===== config.mk =====
export PLATFORM = sky130hd
export DESIGN_NAME = issue_sched
export DESIGN_NICKNAME = d
export VERILOG_FILES = /design/src/rtl/issue_sched.sv
export SDC_FILE = /design/constraint.sdc
export NUM_CORES = 1
export LEC_CHECK = 0
export BUFFER_PORTS_ARGS = -buffer_cell sky130_fd_sc_hd__buf_2
export CAP_MARGIN = 20
export CORE_MARGIN = 1.5
export CORE_UTILIZATION = 26
export DETAILED_ROUTE_END_ITERATION = 7
export PLACE_DENSITY = 0.48
export SLEW_MARGIN = 20
export SYNTH_ARGS = -nofsm -noshare
export SYNTH_HDL_FRONTEND = slang
export SYNTH_SLANG_ARGS = --single-unit

===== constraint.sdc =====
create_clock -name clk -period 8.3 [get_ports clk]
set_input_delay 1.66 -clock clk [delete_from_list [all_inputs] [get_ports clk]]
set_output_delay 1.66 -clock clk [all_outputs]
set_load 0.01 [all_outputs]

===== src/rtl/issue_sched.sv =====
// In-order issue scheduler: a small instruction FIFO whose head is checked against a
// 64-entry register scoreboard and dispatched to one free execution unit per cycle.
module issue_sched #(
  parameter int unsigned DEPTH   = 4,
  parameter int unsigned NUM_ALU = 2
) (
  input  logic               clk,
  input  logic               rst_n,
  input  logic               i_in_valid,
  output logic               o_in_ready,
  input  logic               i_in_type,
  input  logic [2:0]         i_in_unit,
  input  logic [5:0]         i_in_r1_rn,
  input  logic [5:0]         i_in_r2_rn,
  input  logic [5:0]         i_in_rd_rn,
  input  logic [5:0]         i_in_rd2_rn,
  input  logic               i_flush,
  input  logic               i_wb0_en,
  input  logic [5:0]         i_wb0_rn,
  input  logic               i_wb1_en,
  input  logic [5:0]         i_wb1_rn,
  output logic [NUM_ALU-1:0] o_alu_en,
  input  logic [NUM_ALU-1:0] i_alu_busy,
  output logic               o_advint_en,
  output logic               o_memunit_en,
  output logic               o_branch_en,
  input  logic               i_advint_busy,
  input  logic               i_memunit_busy,
  input  logic               i_branch_busy,
  output logic [5:0]         o_rd_out_rn,
  output logic [5:0]         o_rd2_out_rn,
  output logic [5:0]         o_r1_out_rn,
  output logic [5:0]         o_r2_out_rn,
  output logic               o_illegal,
  output logic [63:0]        o_reg_busy
);

  localparam int unsigned PtrW = (DEPTH > 1) ? $clog2(DEPTH) : 1;
  localparam int unsigned CntW = PtrW + 1;

  typedef struct packed {
    logic       typ;
    logic [2:0] unit;
    logic [5:0] r1;
    logic [5:0] r2;
    logic [5:0] rd;
    logic [5:0] rd2;
  } entry_t;

  entry_t              r_queue [DEPTH];
  logic [PtrW-1:0]     r_wr_ptr, r_rd_ptr;
  logic [CntW-1:0]     r_count;
  logic [63:0]         r_reg_busy;
  logic [NUM_ALU-1:0]  r_alu_en;
  logic                r_advint_en, r_memunit_en, r_branch_en, r_illegal;
  logic [5:0]          r_rd_out, r_rd2_out, r_r1_out, r_r2_out;

  entry_t              w_head;
  logic                w_head_valid;
  logic                w_is_alu, w_is_adv, w_is_mem, w_is_br, w_is_ill;
  logic [63:0]         w_wb_clr, w_sb_eff, w_set, w_reg_busy_d;
  logic                w_hazard;
  logic [NUM_ALU-1:0]  w_alu_sel;
  logic                w_alu_free, w_unit_free;
  logic                w_issue, w_drop, w_pop, w_push;

  assign w_head       = r_queue[r_rd_ptr];
  assign w_head_valid = (r_count != '0);
  assign o_in_ready   = (r_count != CntW'(DEPTH));

  assign w_is_alu = ~w_head.unit[2];
  assign w_is_adv = ~w_head.typ & (w_head.unit == 3'd4);
  assign w_is_mem = w_head.typ & (w_head.unit inside {3'd4, 3'd5, 3'd6});
  assign w_is_br  = (w_head.unit == 3'd7);
  assign w_is_ill = ~w_head.typ & (w_head.unit inside {3'd5, 3'd6});

  // Write-backs landing this cycle are already visible to the hazard check.
  always_comb begin
    w_wb_clr = '0;
    if (i_wb0_en) w_wb_clr[i_wb0_rn] = 1'b1;
    if (i_wb1_en) w_wb_clr[i_wb1_rn] = 1'b1;
  end
  assign w_sb_eff = r_reg_busy & ~w_wb_clr;

  assign w_hazard = w_sb_eff[w_head.r1] | w_sb_eff[w_head.r2] | w_sb_eff[w_head.rd] |
                    (w_is_adv & w_sb_eff[w_head.rd2]);

  always_comb begin
    w_alu_sel  = '0;
    w_alu_free = 1'b0;
    for (int i = 0; i < int'(NUM_ALU); i++) begin
      if (!i_alu_busy[i] && !w_alu_free) begin
        w_alu_sel[i] = 1'b1;
        w_alu_free   = 1'b1;
      end
    end
  end

  assign w_unit_free = (w_is_alu & w_alu_free) | (w_is_adv & ~i_advint_busy) |
                       (w_is_mem & ~i_memunit_busy) | (w_is_br & ~i_branch_busy);

  assign w_issue = w_head_valid & ~i_flush & ~w_is_ill & ~w_hazard & w_unit_free;
  assign w_drop  = w_head_valid & ~i_flush & w_is_ill;
  assign w_pop   = w_issue | w_drop;
  assign w_push  = i_in_valid & o_in_ready & ~i_flush;

  // Set is ORed after the clear so a same-edge set wins; r0 is never tracked.
  always_comb begin
    w_set = '0;
    if (w_issue) begin
      w_set[w_head.rd] = 1'b1;
      if (w_is_adv) w_set[w_head.rd2] = 1'b1;
    end
    w_set[0] = 1'b0;
  end
  assign w_reg_busy_d = w_sb_eff | w_set;

  always_ff @(posedge clk) begin
    if (w_push) begin
      r_queue[r_wr_ptr] <= '{typ: i_in_type, unit: i_in_unit, r1: i_in_r1_rn,
                             r2: i_in_r2_rn, rd: i_in_rd_rn, rd2: i_in_rd2_rn};
    end
  end

  always_ff @(posedge clk or negedge rst_n) begin
    if (!rst_n) begin
      r_wr_ptr     <= '0;
      r_rd_ptr     <= '0;
      r_count      <= '0;
      r_reg_busy   <= '0;
      r_alu_en     <= '0;
      r_advint_en  <= 1'b0;
      r_memunit_en <= 1'b0;
      r_branch_en  <= 1'b0;
      r_illegal    <= 1'b0;
      r_rd_out     <= '0;
      r_rd2_out    <= '0;
      r_r1_out     <= '0;
      r_r2_out     <= '0;
    end else begin
      r_reg_busy <= w_reg_busy_d;
      if (i_flush) begin
        r_wr_ptr <= '0;
        r_rd_ptr <= '0;
        r_count  <= '0;
      end else begin
        if (w_push) r_wr_ptr <= r_wr_ptr + PtrW'(1);
        if (w_pop)  r_rd_ptr <= r_rd_ptr + PtrW'(1);
        r_count <= r_count + CntW'(w_push) - CntW'(w_pop);
      end
      r_alu_en     <= (w_issue & w_is_alu) ? w_alu_sel : '0;
      r_advint_en  <= w_issue & w_is_adv;
      r_memunit_en <= w_issue & w_is_mem;
      r_branch_en  <= w_issue & w_is_br;
      r_illegal    <= w_drop;
      if (w_issue) begin
        r_rd_out  <= w_head.rd;
        r_rd2_out <= w_head.rd2;
        r_r1_out  <= w_head.r1;
        r_r2_out  <= w_head.r2;
      end
    end
  end

  assign o_alu_en     = r_alu_en;
  assign o_advint_en  = r_advint_en;
  assign o_memunit_en = r_memunit_en;
  assign o_branch_en  = r_branch_en;
  assign o_illegal    = r_illegal;
  assign o_rd_out_rn  = r_rd_out;
  assign o_rd2_out_rn = r_rd2_out;
  assign o_r1_out_rn  = r_r1_out;
  assign o_r2_out_rn  = r_r2_out;
  assign o_reg_busy   = r_reg_busy;

endmodule


-- Word level (Yosys, flattened, before mapping)
Memories as Yosys holds them, arrays and structs flattened.
Index checks and enable logic that the tools add are counted.
- memories kept: 1
- input bits: 51
- register bits after elaboration: 101
- logic and storage cells: 114
- bits in writable memories: 112
- output and inout bits: 95
- memories (name ; words ; bits a word ; read ports ; clocked after Yosys merged registers in ; write ports ; RTL line ; RTL):
    r_queue ; 4 ; 28 ; 1 ; 0 ; 1 ; 50 ; entry_t r_queue [DEPTH];
- equality and inequality tests: 5
- multiplexer cells: 31
- order comparisons: 10
- add/subtract/negate cells: 4
- reduce and logical (&&, ||, !) cells: 11
- bitwise gates (word level): 39
- operator list (operator ; number):
    two-way mux 64 bit ; 4
    bitwise OR 64 bit ; 3
    bitwise AND 64 bit ; 1
    inverter 64 bit ; 1
    < comparator 6 x 7 -> 1 bit (second input constant) ; 6
    binary-select mux 1 bit (select 6 bit) ; 4
    demux 1 bit (select 6 bit) ; 4
    >= comparator 6 x 1 -> 1 bit (second input constant) ; 4
    bitwise AND 1 bit ; 19
    two-way mux 1 bit ; 13
    equality test 3 bit (second input constant) ; 4
    two-way mux 2 bit ; 5
    inverter 1 bit ; 8
    bitwise OR 1 bit ; 7
    nonzero test 2 bit ; 3
    nonzero test 3 bit ; 2
    logical AND 1 bit ; 5
    adder 2 x 1 -> 2 bit (second input constant) ; 2
    adder 3 x 1 -> 3 bit ; 1
    two-way mux 3 bit ; 1
    != test 3 bit (second input constant) ; 1
    subtractor 3 x 1 -> 3 bit ; 1
    zero test 1 bit ; 1

-- Depth between registers and ports, before layout
Gate-level depths: netlist of the first run.
- depth in word-level cells: 20
- mapped depth: 21
- depth with buffers taken out: 17

-- Least setup slack after synthesis of the first run
OpenSTA, ideal clock, no wires.
- path kind: input-to-reg
- start: in i_wb1_rn[4]
- end: reg r_count[2]
- library setup time: 0.131 ns
- path slack: 2.960 ns
- required time: 8.169 ns
- buffers on the path: 2
- cell stages on the path: 19
- data arrival time: 5.209 ns
- path through: clkbuf_1 > or4b_1 > clkbuf_1 > nor2_1 > a221oi_1 > o22ai_1 > o41ai_1 > a31oi_1 > nor4b_1 > nor3_4 > a21oi_1 > inv_1 > ha_1 > inv_1 > ha_1 > inv_1 > fa_1 > xnor2_1 > nor2_1
- cells in the longest elaborated chain, start to end: 19
- elaborated cells between the ends (all ways): 27
- classes of those cells: add/sub (1); order compare (2); mux (12); bitwise (11); reduce/logical (1)
- ends and longest elaborated chain (what ; RTL line ; RTL):
    start, declared ; 21 ; input logic [5:0] i_wb1_rn,
    < comparator 6 x 7 -> 1 bit (implied by the code) / >= comparator 6 x 1 -> 1 bit (equally long branches) ; 81 ; if (i_wb1_en) w_wb_clr[i_wb1_rn] = 1'b1;
    logical AND 1 bit (implied by the code) ; 81 ;
    two-way mux 1 bit (implied by the code) ; 81 ;
    demux 1 bit (select 6 bit) * ; 81 ;
    bitwise OR 64 bit (no source line) * ; - ;
    two-way mux 64 bit * ; 81 ;
    inverter 64 bit * ; 83 ; assign w_sb_eff = r_reg_busy & ~w_wb_clr;
    bitwise AND 64 bit * ; 83 ;
    binary-select mux 1 bit (select 6 bit) ; 85 ; assign w_hazard = w_sb_eff[w_head.r1] | w_sb_eff[w_head.r2] | w_sb_eff[w_head.rd] |
    two-way mux 1 bit (implied by the code) ; 85 ;
    bitwise OR 1 bit (2 in a row) ; 85 ;
    bitwise OR 1 bit * ; 85 ;
    inverter 1 bit * ; 102 ; assign w_issue = w_head_valid & ~i_flush & ~w_is_ill & ~w_hazard & w_unit_free;
    bitwise AND 1 bit * (2 in a row) ; 102 ;
    bitwise OR 1 bit * ; 104 ; assign w_pop = w_issue | w_drop;
    subtractor 3 x 1 -> 3 bit * ; 149 ; r_count <= r_count + CntW'(w_push) - CntW'(w_pop);
    two-way mux 3 bit * ; 142 ; if (i_flush) begin
    end signal, assigned ; 149 ;
    end, declared ; 52 ; logic [CntW-1:0] r_count;
Every way passes the cells marked *; elsewhere a longest branch is shown, timed or not. The select of a mux whose other input is x is not followed.
A chain may end at the register's enable or synchronous reset.

-- Final worst setup path of the first run
- start: in i_wb1_en
- end: reg r_reg_busy[30], in the netlist o_reg_busy[30]
- cells in the longest elaborated chain, start to end: 13
- elaborated cells between the ends (all ways): 20
- classes of those cells: mux (10); bitwise (10)
- ends and longest elaborated chain (what ; RTL line ; RTL):
    start, declared ; 20 ; input logic i_wb1_en,
    two-way mux 64 bit * ; 81 ;
    inverter 64 bit * ; 83 ;
    bitwise AND 64 bit * ; 83 ;
    binary-select mux 1 bit (select 6 bit) ; 85 ;
    two-way mux 1 bit (implied by the code) ; 85 ;
    bitwise OR 1 bit (3 in a row) ; 85 ;
    inverter 1 bit ; 102 ;
    bitwise AND 1 bit (2 in a row) ; 102 ;
    two-way mux 64 bit ; 110 ; if (w_issue) begin
    bitwise OR 64 bit * ; 116 ; assign w_reg_busy_d = w_sb_eff | w_set;
    named net w_reg_busy_d[30] ; 61 ; logic [63:0] w_wb_clr, w_sb_eff, w_set, w_reg_busy_d;
    end signal, assigned ; 141 ; r_reg_busy <= w_reg_busy_d;
    end, declared ; 53 ; logic [63:0] r_reg_busy;
Mark *: on every way through the listed nets, which the timed path passes. The rest lies on a longest branch. The select of a mux whose other input is x is not followed.

==> impl_metrics.py, run 1 <==
metrics = {
    "drt": {
        "ant_nets": 0,
        "vias_per_cell": 5.75,
        "num_vias": 9808,
        "drt_drc_violations_left": 0,
        "drt_wl_total_mm": 44.1,
        "wl_per_cell_um": 25.8,
        "dr.pass1.iters": 8,
        "drtIter0Drc": 1329,
    },
    "synth": {
        "syn_area_per_cell_um2": 12.0,
        "synth_cells": 967,
        "synth_mux_area_frac": 0.118,
        "synth_compound_area_frac": 0.210,
        "synth_flop_cell": "edfxtp_1",
        "synth-simple-area-share": 0.120,
        "synth_xor_area_frac": 0.00302,
        "synthArstFlopShare": 0.474,
        "netlist_area_mm2": 0.0116,
        "synth_adder_area_share": 0.00820,
        "synth-seq-cells": 213,
        "yosysUniqueCellTypes": 75,
        "seq_area_frac_synth": 0.508,
        "syn_nets": 1025,
        "synth_top_family_by_area": "compound AO/OA/AOI/OAI gates",
        "synth_edf_count": 112,
        "ys_warn_count": 0,
    },
    "layout": {
        "final_area_mm2": 0.0138,
        "register_area_mm2": 0.00589,
        "final_common_cell": "buf_2",
        "multi_input_comb_area_mm2": 0.00533,
        "area_growth_syn_to_layout_pct": 19.2,
        "drive_gt1_frac": 0.272,
        "nNetsFinal": 1154,
        "nFillCells": 4570,
        "layout_common_cells": "buf_2, edfxtp_1, dfrtp_1",
    },
    "place": {
        "placed_cell_area_mm2": 0.0129,
        "numPortBuffers": 145,
        "gp_congestion": 0.956,
        "pre_cts_ws_ps": 2200,
        "post-dp-hpwl_mm": 32.7,
    },
    "setup_path": {
        "path_max_fanout": 48,
        "r2r-start": "r_rd_ptr[0]",
        "required_ps": 8640,
        "path_class": "in2reg",
        "end_kind": "flop",
        "path_cells": "buf_2, or4b_1, nor2_1, a221oi_1, o22ai_1, o41ai_1, a31oi_1, nor4b_1, nor3_4, nand2_4, buf_4, o21ai_0",
        "critPathTopFamily": "simple AND/OR/NAND/NOR gates",
        "slowest_stage": "nor4b_1",
        "r2r-end": "o_reg_busy[30]",
        "reg2reg_slack_ps": 2740,
        "crit_path_start_kind": "primary input",
        "reg2regPathDepth": 12,
        "critPathMaxStageDelay_ps": 740,
        "cp_num_buf_inv": 2,
        "critPathArrivalTime_ps": 5920,
    },
    "run": {
        "cap_violations": 0,
    },
    "global_route": {
        "gr-usage-all-layers": 0.188,
        "grt_max_degree": 57,
        "grt_pass1_wl_mm": 65.1,
        "antenna_found_initial": 8,
        "grt_use_met3": 0.0457,
        "grt_pass1_vias": 9566,
        "gr-total-overflow": 0,
        "grtUsageMet1": 0.268,
        "met2_usage": 0.280,
        "busiest_layer": "met2",
    },
    "cts": {
        "post_cts_resized": 0,
        "cts_tree": "done",
        "numCtsBuffers": 24,
        "cts_setup_buffers": 0,
        "root_buffer": "clkbuf_16",
        "cts.sinks": 213,
        "htreeDepth": 1,
        "clock_latency_ps": 540,
        "clock_path_buffers": 3,
        "cts_hold_buf": 0,
        "clk_pin_slew_worst_paths_ps": 60,
    },
    "sta": {
        "fin_crit_ps": 5580,
        "max_clock_freq_ghz": 0.179,
        "hold_viol_final": 0,
        "setup-violations-final": 0,
        "fin_ws_ps": 2720,
        "rsz0062_at_grt": "false",
        "slew-limit-headroom": 0.316,
        "slew_violations": 0,
        "tightestPinTransition_ps": 1020,
        "hold_ws_ps": 504,
        "setup_tns_ps": 0,
        "period_share": 0.673,
        "fin_skew_ps": 16.7,
    },
    "floorplanning": {
        "rows": 77,
        "fp.dieH_um": 214,
        "core-area_mm2": 0.0441,
        "ios": 146,
        "initial_utilization": 0.263,
        "dieArea_mm2": 0.0459,
        "dieWidth_um": 214,
    },
    "pwr": {
        "p_per_area_mw_per_mm2": 356,
        "peakVddDrop_uv": 180,
        "p_leak_uw": 0.00509,
        "finalPower_uw": 4920,
    },
    "worst_hold_path": {
        "hold_start": "o_r2_out_rn[1]",
        "hold_end": "o_r2_out_rn[1]",
        "whs_path_depth": 1,
        "hp-class": "reg2reg",
    },
    "outcome": {
        "status": "finished, final reports clean",
    },
}
[power by group]
part           total [uW]  internal (uW)  switching, uW
Clock                1150            703            446
Sequential           1490           1320            171
Combinational        2290            831           1460
Total                4920           2850           2070
[cell usage after synthesis, drive strengths merged, types with 18 or more instances]
| cell type | n | area, um2 |
|---|---|---|
| o22ai | 61 | 382 |
| dfrtp | 101 | 2530 |
| o21ai | 75 | 375 |
| buf | 31 | 183 |
| nand2b | 18 | 113 |
| mux4 | 37 | 833 |
| a22oi | 95 | 713 |
| clkbuf | 38 | 143 |
| nor2 | 56 | 210 |
| nand2 | 30 | 120 |
| o221ai | 48 | 427 |
| edfxtp | 112 | 3360 |
| mux2 | 28 | 383 |
[per-stage QoR]
| stage | util | cells |
|---|---|---|
| after floorplan | - | 967 |
| after global placement | 0.293 | 1662 |
| after detailed placement | 0.293 | 1662 |
| after CTS | 0.313 | 1705 |
| after global routing | 0.313 | 1705 |
| final | 0.313 | 1707 |
[area by class of cell]
cell class	instances	share of cell area
Timing Repair Buffer	172	0.0674
Tap cell	592	0.0536
Sequential cell	213	0.426
Inverter	15	0.00407
Clock buffer	30	0.0487
Multi-Input combinational cell	670	0.385
Clock inverter	13	0.0143
Antenna cell	2	0.000362
[flip-flops by register name, summed over array words and instances (netlist names)]
| signal | flops |
|---|---|
| r_queue | 112 |
| o_r1_out_rn | 6 |
| o_rd_out_rn | 6 |
| o_advint_en | 1 |
| r_count | 3 |
| o_reg_busy | 64 |
| o_memunit_en | 1 |
| r_wr_ptr | 2 |
| o_branch_en | 1 |
| o_rd2_out_rn | 6 |
| o_r2_out_rn | 6 |
| r_rd_ptr | 2 |
| o_alu_en | 2 |
| o_illegal | 1 |
[routing by layer]
metal | vias up | wire (um)
li1 | 4213 | -
met1 | 4852 | 19100
met2 | 634 | 19200
met3 | 97 | 4360
met4 | 12 | 1260
met5 | - | 69
[cell families after synthesis]
group                      Yosys count
AOI/OAI and AO/OA                  347
DFF                                213
adders and majority gates            7
xor gates and xnor gates             4
and+or+nand+nor                    232
buffers and inverters               84
muxes                               80
[how the worst max path moves through the flow]
stage | startpoint | end | slack (ps) | cells past startpoint
3_3_place_gp | i_wb0_rn[2] | r_count[2] | 2180 | 18
6_report | i_wb1_en | o_reg_busy[30] | 2720 | 12
2_1_floorplan | i_wb1_rn[4] | r_count[2] | 2960 | 19
3_5_place_dp | i_wb1_en | r_count[2] | 2200 | 18
4_1_cts | r_rd_ptr[0] | r_count[2] | 2710 | 18
5_1_grt | r_rd_ptr[0] | r_count[2] | 2310 | 18
Note: power is estimated with default switching activity, not from simulation.
==> run 2, diff against run 1 <==
Clock period 8.3 ns to 5.5 ns, I/O delays scaled along.
==> run 2 against run 1 <==
- cell area increased by 3.9%
- core utilization increased by 1.2 points
- worst hold slack improved by 2.4 ps
- first-iteration DRC count increased by 18%
- flip-flop and latch count unchanged
- critical endpoint is now r_count[2]
- sequential share of layout area decreased by 1.6 points
- critical path type is now reg2reg
- total power increased by 57%
- clock power increased by 37%
==> impl_metrics.py, run 2 (same netlist as run 1, synthesis figures left out) <==
metrics = {
    "floorplanning": {
        "rows": 77,
        "dieWidth_um": 214,
        "dieArea_mm2": 0.0459,
        "initial_utilization": 0.263,
        "fp.dieH_um": 214,
        "ios": 146,
        "core-area_mm2": 0.0441,
    },
    "pwr": {
        "peakVddDrop_uv": 274,
        "p_per_area_mw_per_mm2": 539,
        "p_leak_uw": 0.00542,
    },
    "sta": {
        "setup_tns_ps": 0,
        "tightestPinTransition_ps": 940,
        "slew-limit-headroom": 0.371,
        "max_clock_freq_ghz": 0.202,
        "slew_violations": 0,
        "hold_viol_final": 0,
        "fin_skew_ps": 16.3,
        "setup-violations-final": 0,
        "rsz0062_at_grt": "false",
        "fin_ws_ps": 553,
        "fin_crit_ps": 4950,
        "period_share": 0.899,
    },
    "cts": {
        "cts.sinks": 213,
        "clock_latency_ps": 560,
        "clk_pin_slew_worst_paths_ps": 60,
        "clock_path_buffers": 3,
        "post_cts_resized": 0,
        "cts_setup_buffers": 0,
        "root_buffer": "clkbuf_16",
        "numCtsBuffers": 24,
        "cts_hold_buf": 0,
        "cts_tree": "done",
        "htreeDepth": 1,
    },
    "drt": {
        "dr.pass1.iters": 8,
        "vias_per_cell": 5.81,
        "ant_nets": 0,
        "drt_wl_total_mm": 49.1,
        "wl_per_cell_um": 27.5,
        "num_vias": 10400,
        "drtIter0Drc": 1566,
        "drt_drc_violations_left": 0,
    },
    "run": {
        "cap_violations": 0,
    },
    "setup_path": {
        "path_class": "reg2reg",
        "critPathArrivalTime_ps": 5370,
        "crit_path_start_kind": "flop",
        "path_max_fanout": 15,
        "slowest_stage": "or4b_1",
        "end_kind": "flop",
        "path_cells": "buf_4, mux4_2, or4b_1, nor2_1, o21ai_1, nor3_1, o211ai_1, nor3_4, a21oi_1, inv_1, ha_1, inv_1, ha_1, inv_1, fa_1, xnor2_1, nor2_1",
        "cpMostUsedCell": "inv_1",
        "critPathMaxStageDelay_ps": 860,
        "required_ps": 5920,
    },
    "global_route": {
        "antenna_found_initial": 4,
        "grt_max_degree": 102,
        "gr-usage-all-layers": 0.208,
        "grt_pass1_vias": 10100,
        "gr-total-overflow": 0,
        "grt_pass1_wl_mm": 71.6,
    },
    "place": {
        "dp.cells": 1741,
        "numPortBuffers": 145,
        "pre_cts_ws_ps": 273,
        "post-dp-hpwl_mm": 36.7,
        "gp_congestion": 1.01,
    },
    "outcome": {
        "status": "finished, final reports clean",
    },
    "layout": {
        "nFillCells": 4580,
        "final_util": 0.325,
        "largest-register": "r_queue",
        "drive_gt1_frac": 0.315,
        "area_growth_syn_to_layout_pct": 23.8,
        "largest_reg_flops": 112,
        "nNetsFinal": 1233,
        "layout_common_cells": "buf_2, edfxtp_1, buf_4",
        "final_common_cell": "buf_2",
        "fin_cells": 1786,
    },
    "worst_hold_path": {
        "hp-class": "reg2reg",
    },
}
==> run 2: through the flow <==
step                hold slack [ps]  cell area (um2)  total power (uW)
global placement                489            13600              6130
finish                          506            14400              7730
CTS                             506            14400              7690
detailed placement              487            13600              6100
floorplan                       540            11600              4390
global route                    524            14400              8070
==> run 2: cell type report <==
type                            count  area [um2]  area share
Antenna cell                        2        5.00    0.000349
Tap cell                          592         741      0.0516
Multi-Input combinational cell    670        5330       0.371
Timing Repair Buffer              251        1570       0.110
Clock buffer                       31         647      0.0451
Sequential cell                   213        5890       0.410
Inverter                           15        56.3     0.00392
Clock inverter                     12         119     0.00828
==> run 2: worst max-delay path, delay by kind of cell, from the launching register on <==
family                   cells  cell delay [ps]
AO/OA/AOI/OAI                3              470
XOR/XNOR                     1              170
adder cells (fa/ha/maj)      3              720
buffers and inverters        4              580
flip-flops                   1              670
multiplexers                 1              600
AND/OR/NAND/NOR              5             1600
==> run 2: final timing paths <==
kind / endpoint / slack, ps / startpoint / depth (start not counted)
worst max-delay path: r_count[2] / 550 / r_rd_ptr[0] / 17
worst min-delay path: o_r2_out_rn[0] / 510 / o_r2_out_rn[0] / 1
worst min register to register: o_r2_out_rn[0] / 510 / o_r2_out_rn[0] / 1
min in group asynchronous: o_reg_busy[43] / 590 / rst_n / 2
max in group asynchronous: r_rd_ptr[0] / 4350 / rst_n / 2
worst max register to register: r_count[2] / 550 / r_rd_ptr[0] / 17
==> run 2: power breakdown <==
| part | switching, uW | internal [uW] |
|---|---|---|
| Clock | 682 | 884 |
| Combinational | 2440 | 1480 |
| Sequential | 266 | 1990 |
| Total | 3390 | 4350 |
==> run 2: metal layers <==
layer	share of wire	GRT usage
met5	0.00043	0
met2	0.44	0.316
met4	0.039	0.0730
met3	0.097	0.0440
met1	0.43	0.292
